`src/rtl/cp0_if.sv`:
```
// Bus between the pipeline M stage and coprocessor 0: mfc0/mtc0 access,
// exception/interrupt inputs, and the request/EPC/read-data outputs.
interface cp0_if;
  logic [4:0]  A1;
  logic [4:0]  A2;
  logic [31:0] DIn;
  logic        WE;
  logic [31:0] PC;
  logic        BD;
  logic [4:0]  ExcCode_in;
  logic [5:0]  HWInt;
  logic        EXLClr;
  logic        IntReq;
  logic [31:0] EPC;
  logic [31:0] DOut;

  modport master (
    output A1, A2, DIn, WE, PC, BD, ExcCode_in, HWInt, EXLClr,
    input  IntReq, EPC, DOut
  );

  modport slave (
    input  A1, A2, DIn, WE, PC, BD, ExcCode_in, HWInt, EXLClr,
    output IntReq, EPC, DOut
  );
endinterface

```
`src/rtl/cp0_unit.sv`:
```
// Coprocessor 0: SR/Cause/EPC/PRId state, exception and interrupt request
// generation at the M stage, and mfc0/mtc0 register access.
module cp0_unit #(
  parameter logic [31:0] PRID = 32'h0000_7A07
) (
  input logic  clk,
  input logic  reset,
  cp0_if.slave bus
);
  localparam logic [4:0] RegSr    = 5'd12;
  localparam logic [4:0] RegCause = 5'd13;
  localparam logic [4:0] RegEpc   = 5'd14;
  localparam logic [4:0] RegPrid  = 5'd15;

  logic [5:0]  im, imNext;
  logic        exl, exlNext;
  logic        ie, ieNext;
  logic        causeBd, causeBdNext;
  logic [5:0]  ip, ipNext;
  logic [4:0]  excCode, excCodeNext;
  logic [31:0] epcReg, epcNext;

  logic        intPend, excPend, intReq;
  logic [4:0]  recCode;
  logic [31:0] pcAligned, epcExc, dinAligned;

  // Request decode: interrupts outrank synchronous exceptions, EXL masks both
  always_comb begin
    intPend    = (|(bus.HWInt & im)) & ie & ~exl;
    excPend    = (bus.ExcCode_in != 5'd0) & ~exl;
    intReq     = intPend | excPend;
    recCode    = intPend ? 5'd0 : bus.ExcCode_in;
    pcAligned  = bus.PC & 32'hFFFF_FFFC;
    epcExc     = bus.BD ? (pcAligned - 32'd4) : pcAligned;
    dinAligned = bus.DIn & 32'hFFFF_FFFC;
  end

  // Next-state: a taken request flushes any same-cycle mtc0
  always_comb begin
    imNext      = im;
    exlNext     = exl;
    ieNext      = ie;
    causeBdNext = causeBd;
    excCodeNext = excCode;
    epcNext     = epcReg;
    ipNext      = bus.HWInt;
    if (intReq) begin
      exlNext     = 1'b1;
      excCodeNext = recCode;
      causeBdNext = bus.BD;
      epcNext     = epcExc;
    end else begin
      if (bus.WE && bus.A2 == RegSr) begin
        imNext  = bus.DIn[15:10];
        exlNext = bus.DIn[1];
        ieNext  = bus.DIn[0];
      end
      if (bus.WE && bus.A2 == RegEpc) begin
        epcNext = dinAligned;
      end
      if (bus.EXLClr) begin
        exlNext = 1'b0;
      end
    end
  end

  always_ff @(posedge clk) begin
    if (reset) begin
      im      <= 6'd0;
      exl     <= 1'b0;
      ie      <= 1'b0;
      causeBd <= 1'b0;
      ip      <= 6'd0;
      excCode <= 5'd0;
      epcReg  <= 32'd0;
    end else begin
      im      <= imNext;
      exl     <= exlNext;
      ie      <= ieNext;
      causeBd <= causeBdNext;
      ip      <= ipNext;
      excCode <= excCodeNext;
      epcReg  <= epcNext;
    end
  end

  // mfc0 read mux; no bypass of same-cycle writes
  always_comb begin
    bus.DOut = 32'd0;
    case (bus.A1)
      RegSr:    bus.DOut = {16'd0, im, 8'd0, exl, ie};
      RegCause: bus.DOut = {causeBd, 15'd0, ip, 3'd0, excCode, 2'd0};
      RegEpc:   bus.DOut = epcReg;
      RegPrid:  bus.DOut = PRID;
      default:  bus.DOut = 32'd0;
    endcase
  end

  assign bus.IntReq = intReq;
  assign bus.EPC    = epcReg;
endmodule

```
`src/flat_wrapper.sv`:
```
// flat-port wrapper written by rule: the top's interface ports become plain ports
module cp0_unit_flat 
#(
  parameter logic [31:0] PRID = 32'h0000_7A07
)
  (clk, reset, bus_A1, bus_A2, bus_DIn, bus_WE, bus_PC, bus_BD, bus_ExcCode_in, bus_HWInt, bus_EXLClr, bus_IntReq, bus_EPC, bus_DOut);
  cp0_if bus_i ();
  input logic clk;
  input logic reset;
  input wire logic [$bits(bus_i.A1)-1:0] bus_A1;
  input wire logic [$bits(bus_i.A2)-1:0] bus_A2;
  input wire logic [$bits(bus_i.DIn)-1:0] bus_DIn;
  input wire logic [$bits(bus_i.WE)-1:0] bus_WE;
  input wire logic [$bits(bus_i.PC)-1:0] bus_PC;
  input wire logic [$bits(bus_i.BD)-1:0] bus_BD;
  input wire logic [$bits(bus_i.ExcCode_in)-1:0] bus_ExcCode_in;
  input wire logic [$bits(bus_i.HWInt)-1:0] bus_HWInt;
  input wire logic [$bits(bus_i.EXLClr)-1:0] bus_EXLClr;
  output wire logic [$bits(bus_i.IntReq)-1:0] bus_IntReq;
  output wire logic [$bits(bus_i.EPC)-1:0] bus_EPC;
  output wire logic [$bits(bus_i.DOut)-1:0] bus_DOut;
  assign bus_i.A1 = bus_A1;
  assign bus_i.A2 = bus_A2;
  assign bus_i.DIn = bus_DIn;
  assign bus_i.WE = bus_WE;
  assign bus_i.PC = bus_PC;
  assign bus_i.BD = bus_BD;
  assign bus_i.ExcCode_in = bus_ExcCode_in;
  assign bus_i.HWInt = bus_HWInt;
  assign bus_i.EXLClr = bus_EXLClr;
  assign bus_IntReq = bus_i.IntReq;
  assign bus_EPC = bus_i.EPC;
  assign bus_DOut = bus_i.DOut;
  cp0_unit #(.PRID(PRID)) u_core (.clk(clk), .reset(reset), .bus(bus_i));
endmodule
```
`config.mk`:
```
export PLATFORM = sky130hd
export DESIGN_NAME = cp0_unit_flat
export DESIGN_NICKNAME = d
export VERILOG_FILES = /design/src/rtl/cp0_if.sv /design/src/rtl/cp0_unit.sv /design/src/flat_wrapper.sv
export SDC_FILE = /design/constraint.sdc
export NUM_CORES = 1
export LEC_CHECK = 0
export CORE_MARGIN = 3
export CORE_UTILIZATION = 41
export DETAILED_ROUTE_END_ITERATION = 7
export PLACE_DENSITY = 0.8
export SYNTH_ARGS = -nofsm -noshare
export SYNTH_HDL_FRONTEND = slang
export SYNTH_SLANG_ARGS = --single-unit
export TNS_END_PERCENT = 1
```
`constraint.sdc`:
```
create_clock -name clk -period 2.88 [get_ports clk]
set_clock_uncertainty 0.05 [all_clocks]
set_input_delay 0.576 -clock clk [delete_from_list [all_inputs] [get_ports clk]]
set_output_delay 0.576 -clock clk [all_outputs]
set_load 0.01 [all_outputs]
```
==> metrics.log, run 1 <==
INFO  metric grt_antenna_before_repair = 0
INFO  metric grt_start_max_net_pins = just over 50
INFO  metric fin_total_pwr = ~1.8 mW
INFO  metric min_delay_path_depth = 2
INFO  metric final_antenna_net_count = 0
INFO  metric worstReg2RegEnd = u_core.bus.EPC[7]$_SDFFE_PP0P_
INFO  metric totalNegativeSetupSlack = 0 ns
INFO  metric area.sequential = 0.00100 mm²
INFO  metric cellInternalPower = around 1.3 mW
INFO  metric clock_sink_count = 50
INFO  metric met1_length = 4.76 mm
INFO  metric critPathCaptureType = output pin
INFO  metric r2r.worst_path.cells = 6
INFO  metric worstPathMaxFanout = 9
INFO  metric netlist_area = 0.00311 mm²
INFO  metric worst_ep_arrival_time = between 2 and 2.5 ns
INFO  metric outcome = finished clean
INFO  metric via_count = between 3000 and 4000
INFO  metric yosys_warnings = 0
INFO  metric grt_pass1_wl = 16.6 mm
INFO  metric tritoncts_clock_tree = built
INFO  metric globalplace.congestion = slightly above 0.9
INFO  metric switching_share = roughly 28%
INFO  metric r2r_setup_slack = between 0.9 and 1 ns
INFO  metric numPortBuffers = 150
INFO  metric first_iter_violations = around 180
INFO  metric cp.required = between 2 and 2.5 ns
INFO  metric ys_seq_area_share = approximately 32%
INFO  metric unique_masters_post_synth = between 40 and 50
INFO  metric final.fill_count = between 600 and 700
INFO  metric num_io_pins = ~160
INFO  metric place_area = between 0.004 and 0.005 mm²
INFO  metric max_freq = ~0.35 GHz
INFO  metric clk_latency = ~0.30 ns
INFO  metric routed_wl = 11.0 mm
INFO  metric worst_hold_path_type = register to register
INFO  metric area_taken_by_multi_input_logic_gates = about 0.0020 mm²
INFO  metric power.share.clock = 27.8%
INFO  metric vias_per_cell = 5.37
INFO  metric finalCriticalPeriod = roughly 2.9 ns
INFO  metric hpwl = 8.39 mm
INFO  metric initial_cell_density_of_the_core = 42.7%
INFO  metric cts-hold-fix-buffers = 0
INFO  metric routed.top_layer = met4
INFO  metric timing.hold.worst.start = u_core.causeBd$_SDFFE_PP0N_
INFO  metric seq_power_share = between 40% and 50%
INFO  metric core = between 0.007 and 0.008 mm²
INFO  metric synthFlopType = sky130_fd_sc_hd__dfxtp_1
INFO  metric clockRootBuffer = sky130_fd_sc_hd__clkbuf_8
INFO  metric min_to = u_core.causeBd$_SDFFE_PP0N_
INFO  metric final_hold_viol_count = 0
INFO  metric syn2layout_area_growth = 59.1%
INFO  metric h_tree_lvl_count = 2
INFO  metric layout_commonest_cell = sky130_fd_sc_hd__clkdlybuf4s50_1
INFO  metric fp-row-count = 31
INFO  metric global_route.usage.total = 23.9%
INFO  metric post-route-period-util = 99.8%
INFO  metric remaining_drc_errors = 0
INFO  metric cts_max_path_buffers = 2
INFO  metric drtPass1Iterations = 4
INFO  metric die_area = 0.00867 mm²
INFO  metric final_util = approximately two thirds
INFO  metric p_comb_share = 28.1%
INFO  metric ys_ff_latch = 50
INFO  metric postLayoutCellArea = 0.00495 mm²
INFO  metric grt_pass1_vias = between 3000 and 4000
INFO  metric maxCapViolations = 0
INFO  metric layout_common_cells = sky130_fd_sc_hd__clkdlybuf4s50_1, sky130_fd_sc_hd__nor2_1, sky130_fd_sc_hd__dfxtp_1
INFO  metric ys_async_sr_fraction = 0%
INFO  metric synthesis.instances = 375
INFO  metric net_switching_power = 0.490 mW
INFO  metric cellLeakagePower = ~2.2 nW
INFO  metric die_w = 93.1 µm
INFO  metric tightestPinTransition = ~0.96 ns
INFO  metric setup-violations-final = 0
INFO  metric worst-setup-path-type = primary input to output pin
INFO  metric wl_per_cell = 17.6 µm
INFO  metric reg2reg_from = u_core.im[0]$_SDFFE_PP0P_
INFO  metric gr-total-overflow = 0
INFO  metric timing.critical_path.cells = clkdlybuf4s50_1 > nor2b_4 > nor2b_4 > buf_6 > and2_1 > clkdlybuf4s50_1
INFO  metric unrepaired_setup_endpoints_after_global_routing = yes
INFO  metric cts_buffers = 5
INFO  metric slowest_stage = sky130_fd_sc_hd__clkdlybuf4s50_1
INFO  metric die-height = 93.1 µm
INFO  metric syn_avg_cell_area = just over 8 µm²
INFO  metric synth_edf_count = 0
INFO  metric maxSlewViolCount = 0
INFO  metric critical_path.max_stage_delay = 0.53 ns
INFO  metric insertedDiodeCount = 0
INFO  metric worst_ir_drop_vdd = roughly 210 µV
INFO  metric post_route_cells_drive_above_1_share = a little over a tenth
INFO  metric post-place-cells = just over 600
INFO  metric detailroute.wirelength.met3 = between 500 and 600 µm
INFO  metric power.density_cell_area = 359 mW/mm²
INFO  metric timing.slew.headroom = between 30% and 40%
INFO  metric cts.clk_slew.worst_paths = about 0.09 ns
INFO  metric met2RoutedLength = about 5.5 mm
INFO  metric nNetsFinal = 616
INFO  metric timing.critical_path.from_type = primary input
INFO  metric final_cells = approximately 630
==> cells in the mapped netlist, types with 2 or more instances <==
cell,n,area share [%]
sky130_fd_sc_hd__buf_2,10,1.6
sky130_fd_sc_hd__xor2_1,6,1.7
sky130_fd_sc_hd__a211oi_1,19,4.6
sky130_fd_sc_hd__and2_1,21,4.2
sky130_fd_sc_hd__or4_1,2,0.48
sky130_fd_sc_hd__nor3_1,15,2.4
sky130_fd_sc_hd__nand3b_1,2,0.48
sky130_fd_sc_hd__buf_4,2,0.48
sky130_fd_sc_hd__nand2_1,13,1.6
sky130_fd_sc_hd__nor2_1,54,6.5
sky130_fd_sc_hd__a21oi_1,19,3.1
sky130_fd_sc_hd__nand3_1,2,0.32
sky130_fd_sc_hd__o21ai_0,5,0.80
sky130_fd_sc_hd__dfxtp_1,50,32
sky130_fd_sc_hd__nor2b_1,14,2.8
sky130_fd_sc_hd__mux2i_1,29,9.3
sky130_fd_sc_hd__o31ai_1,2,0.48
sky130_fd_sc_hd__a22oi_1,10,2.4
sky130_fd_sc_hd__mux2_2,11,4.0
sky130_fd_sc_hd__a311oi_1,2,0.56
sky130_fd_sc_hd__a22o_1,3,0.84
sky130_fd_sc_hd__nor4_1,7,1.4
sky130_fd_sc_hd__inv_1,3,0.36
sky130_fd_sc_hd__clkbuf_1,15,1.8
sky130_fd_sc_hd__or3_1,6,1.2
sky130_fd_sc_hd__xnor2_1,20,5.6
sky130_fd_sc_hd__a21o_1,12,2.9
==> metal layers <==
metal  up-vias  track usage, %
met4         0            7.57
met3        20            3.54
met1      1590            30.9
li1       1622               -
met2       124            40.8
met5         -               0
==> cell families (layout without fill, tap and decap cells) <==
| kind of cell | after synthesis | count (layout) | synth area share (%) |
|---|---|---|---|
| adders and majority gates | 1 | 1 | 0.402 |
| DFF | 50 | 50 | 32.2 |
| xor gates and xnor gates | 26 | 26 | 7.32 |
| and+or+nand+nor | 149 | 149 | 25.5 |
| other | 1 | 2 | 0.121 |
| AOI/OAI and AO/OA | 75 | 75 | 16.5 |
| muxes | 40 | 40 | 13.3 |
| buffers and inverters | 33 | 183 | 4.67 |
==> timing repair <==
action / in CTS / in global routing
setup endpoints to repair: 27 / 19
buffers inserted: 0 / 2
gates resized for setup: 18 / 21
cloned: 0 / 1
==> how the worst max path moves through the flow <==
stage,start,to,slack [ns],cells past startpoint
after CTS,bus_A1[1],bus_DOut[8],-0.06,6
after detailed placement,bus_ExcCode_in[3],bus_IntReq,-0.27,6
final,bus_A1[1],bus_DOut[21],0.007,6
after global placement,bus_HWInt[1],bus_IntReq,-0.24,6
after global routing,bus_A1[1],bus_DOut[21],-0.06,6
after floorplan,bus_A1[1],bus_DOut[18],0.42,5
==> sequential cells by signal, indices dropped and copies added, names as in the netlist <==
| signal | flops |
|---|---|
| u_core.bus.EPC | 30 |
| u_core.im | 6 |
| u_core.ip | 6 |
| u_core.excCode | 5 |
| u_core.causeBd | 1 |
| u_core.exl | 1 |
| u_core.ie | 1 |
==> worst max-delay path, delay by kind of cell <==
kind	cells	cell delay (ns)
buf+inv	3	1.19
simple gates	3	0.47
==> per-stage QoR <==
stage	worst slack, ns	hold slack [ns]
2_1_floorplan	0.416	0.387
3_3_place_gp	-0.238	0.415
3_5_place_dp	-0.266	0.420
4_1_cts	-0.0644	0.433
5_1_grt	-0.0588	0.461
6_report	0.00696	0.435
==> power groups by stage <==
stage	Clock [mW]	Combinational, mW	Sequential [mW]
floorplan	0	0.189	0.806
global placement	0	0.479	0.796
detailed placement	0	0.488	0.799
CTS	0.499	0.491	0.783
global route	0.525	0.533	0.791
finish	0.495	0.499	0.783
==> cell type report <==
class	instances	share of cell area [%]
inverter	4	0.303
multi-input combinational	293	40.8
clock buffer	6	1.47
clock inverter	2	0.759
sequential	50	20.2
timing repair buffer	171	33.9
tap	99	2.50
Power figures use the tool's default switching activity.
==> inputs of run 2 (changes only) <==
--- a/config.mk
+++ b/config.mk
@@ -5,11 +5,10 @@
 export SDC_FILE = /design/constraint.sdc
 export NUM_CORES = 1
 export LEC_CHECK = 0
-export CORE_MARGIN = 3
+export CORE_MARGIN = 4
 export CORE_UTILIZATION = 41
 export DETAILED_ROUTE_END_ITERATION = 7
 export PLACE_DENSITY = 0.8
 export SYNTH_ARGS = -nofsm -noshare
 export SYNTH_HDL_FRONTEND = slang
 export SYNTH_SLANG_ARGS = --single-unit
-export TNS_END_PERCENT = 1
==> run 2 against run 1 <==
  * Hold slack lost 0.0012 ns
  * Combinational power down 2%
  * Final cell count shrank 0.48%
  * First-iteration DRC count fell by 1.7%
  * Clock power decreased by 15%
  * Register-to-register slack lost 0.06 ns
  * Critical path depth unchanged
==> metrics.log, run 2 (synthesis gave the netlist of run 1 again) <==
INFO  metric place_area = 0.00474 mm² (-0.16%)
INFO  metric first_iter_violations = 172 (-1.7%)
INFO  metric die-height = 95.1 µm (+2.1%)
INFO  metric hold_slack = 0.433 ns (-0.00124 ns)
INFO  metric core = 0.00733 mm² (+0.53%)
INFO  metric numPortBuffers = 150 (unchanged)
INFO  metric area_taken_by_multi_input_logic_gates = 0.00200 mm² (-1.1%)
INFO  metric timing.slew.headroom = 36.9% (+0.63 points)
INFO  metric post-place-cells = 613 (-0.16%)
INFO  metric num_io_pins = 155 (unchanged)
INFO  metric h_tree_lvl_count = 2 (unchanged)
INFO  metric fp-row-count = 31 (unchanged)
INFO  metric r2r_setup_slack = 0.89 ns (-0.06 ns)
INFO  metric grt_pass1_vias = 3229 (-0.55%)
INFO  metric syn2layout_area_growth = 56.4%
INFO  metric timing.hold.worst.start = u_core.causeBd$_SDFFE_PP0N_
INFO  metric r2r.worst_path.cells = 6 (unchanged)
INFO  metric clk_latency = 0.29 ns (about the same)
INFO  metric worst_hold_path_type = register to register
INFO  metric via_count = 3310 (-1.4%)
INFO  metric max_freq = 0.350 GHz (+0.47%)
INFO  metric totalNegativeSetupSlack = 0 ns (unchanged)
INFO  metric layout_common_cells = sky130_fd_sc_hd__clkdlybuf4s50_1, sky130_fd_sc_hd__nor2_1, sky130_fd_sc_hd__dfxtp_1
INFO  metric grt_pass1_wl = 16.0 mm (-3.3%)
INFO  metric die_area = 0.00904 mm² (+4.3%)
INFO  metric initial_cell_density_of_the_core = 42.4% (-0.23 points)
INFO  metric min_to = u_core.causeBd$_SDFFE_PP0N_
INFO  metric reg2reg_from = u_core.im[0]$_SDFFE_PP0P_
INFO  metric vias_per_cell = 5.32 (-0.89%)
INFO  metric final_util = 66.4% (-1.5 points)
INFO  metric setup-violations-final = 0 (unchanged)
INFO  metric cts_buffers = 5 (unchanged)
INFO  metric globalplace.congestion = 0.886 (-5.0%)
INFO  metric final_antenna_net_count = 0 (unchanged)
INFO  metric clock_sink_count = 50 (unchanged)
INFO  metric finalWorstSetupSlack = 0.0205 ns (+0.0136 ns)
INFO  metric final_cells = 622 (-0.48%)
INFO  metric nNetsFinal = 613 (-0.49%)
INFO  metric critPathCaptureType = output pin
INFO  metric clockRootBuffer = sky130_fd_sc_hd__clkbuf_8
INFO  metric outcome = finished clean
INFO  metric worstPathBufferInverterCount = 3 (unchanged)
INFO  metric gr-total-overflow = 0 (unchanged)
INFO  metric cellLeakagePower = 2.15 nW (-1.7%)
INFO  metric routed_wl = 10.7 mm (-3.3%)
INFO  metric cp.required = 2.25 ns (about the same)
INFO  metric remaining_drc_errors = 0 (unchanged)
INFO  metric worst_ir_drop_vdd = 211 µV (+0.97%)
INFO  metric wl_per_cell = 17.1 µm (-2.8%)
INFO  metric worst-setup-path-type = primary input to output pin
INFO  metric insertedDiodeCount = 0 (unchanged)
INFO  metric area.sequential = 0.00100 mm² (unchanged)
INFO  metric post_route_cells_drive_above_1_share = 9.94% (-0.89 points)
INFO  metric tightestPinTransition = 0.946 ns (-0.00946 ns)
INFO  metric critical_path.max_stage_delay = 0.56 ns (+0.03 ns)
INFO  metric worstPathMaxFanout = 2 (-7)
INFO  metric postLayoutCellArea = 0.00486 mm² (-1.7%)
INFO  metric maxSlewViolCount = 0 (unchanged)
INFO  metric preCtsSetupSlack = -0.227 ns (+0.0390 ns)
INFO  metric timing.critical_path.cells = clkdlybuf4s50_1 > or4_4 > o21ai_2 > and2_4 > inv_2 > dlygate4sd2_1
INFO  metric fin_total_pwr = 1.70 mW (-4.5%)
INFO  metric worst_ep_arrival_time = 2.23 ns (-0.02 ns)
INFO  metric critical_path.top_delay_family = buffers and inverters
INFO  metric timing.critical_path.from_type = primary input
INFO  metric min_delay_path_depth = 2 (unchanged)
INFO  metric cts_max_path_buffers = 2 (unchanged)
INFO  metric largest_register_ffs = 30 (unchanged)
INFO  metric post-route-period-util = 99.3% (-0.47 points)
INFO  metric final_hold_viol_count = 0 (unchanged)
INFO  metric grt_antenna_before_repair = 0 (unchanged)
INFO  metric hpwl = 8.22 mm (-2.1%)
INFO  metric worstReg2RegEnd = u_core.bus.EPC[5]$_SDFFE_PP0P_
INFO  metric cts.clk_slew.worst_paths = 0.08 ns (about the same)
INFO  metric final.fill_count = 619 (-1.1%)
INFO  metric tritoncts_clock_tree = built
INFO  metric drtPass1Iterations = 4 (unchanged)
INFO  metric maxCapViolations = 0 (unchanged)
INFO  metric finalCriticalPeriod = 2.86 ns (-0.0136 ns)
INFO  metric layout_commonest_cell = sky130_fd_sc_hd__clkdlybuf4s50_1
INFO  metric grt_start_max_net_pins = 51 (unchanged)
INFO  metric global_route.usage.total = 22.5% (-1.4 points)
INFO  metric power.density_cell_area = 349 mW/mm² (-2.9%)
INFO  metric die_w = 95.1 µm (+2.1%)
INFO  metric slowest_stage = sky130_fd_sc_hd__or4_4
## run 2: worst register-to-register path, stage by stage, from the launching register on
cell and delay [ns]:
sky130_fd_sc_hd__dfxtp_1 0.35, sky130_fd_sc_hd__a22o_1 0.23, sky130_fd_sc_hd__o311ai_1 0.35, sky130_fd_sc_hd__and2_4 0.22, sky130_fd_sc_hd__buf_4 0.34, sky130_fd_sc_hd__nor2_1 0.14
sky130_fd_sc_hd__a211oi_1 0.23
## run 2: power breakdown
part / switching (mW) / internal (mW)
clock: 0.227 / 0.194
sequential: 0.0407 / 0.744
combinational: 0.210 / 0.281
total: 0.478 / 1.22
## run 2: per-layer routing
metal	global-route usage, %	vias up	wire, µm
met2	38.8	123	5250
met5	0	-	0
li1	-	1621	-
met4	6.85	0	227
met3	3.24	22	634
met1	28.9	1544	4550
## run 2: layout make-up
type / instances / area share, %
Clock buffer: 7 / 1.77
Clock inverter: 1 / 0.103
Inverter: 4 / 0.309
Multi-Input combinational cell: 293 / 41.1
Sequential cell: 50 / 20.6
Tap cell: 99 / 2.55
Timing Repair Buffer: 168 / 33.6
## run 2: worst max-delay path by stage
stage,startpoint,depth (start not counted),endpoint
floorplan,bus_A1[1],5,bus_DOut[18]
global placement,bus_HWInt[0],6,bus_IntReq
detailed placement,bus_ExcCode_in[3],6,bus_IntReq
CTS,bus_A1[1],6,bus_DOut[16]
global route,bus_ExcCode_in[3],6,bus_IntReq
finish,bus_ExcCode_in[3],6,bus_IntReq
## run 2: repair_timing
action                     in CTS  in global routing
setup buffers                   0                  1
resized for setup              30                 12
setup endpoints to repair      29                 10
hold buffers                    0                  0
hold endpoints to repair        0                  0
cloned                          0                  0
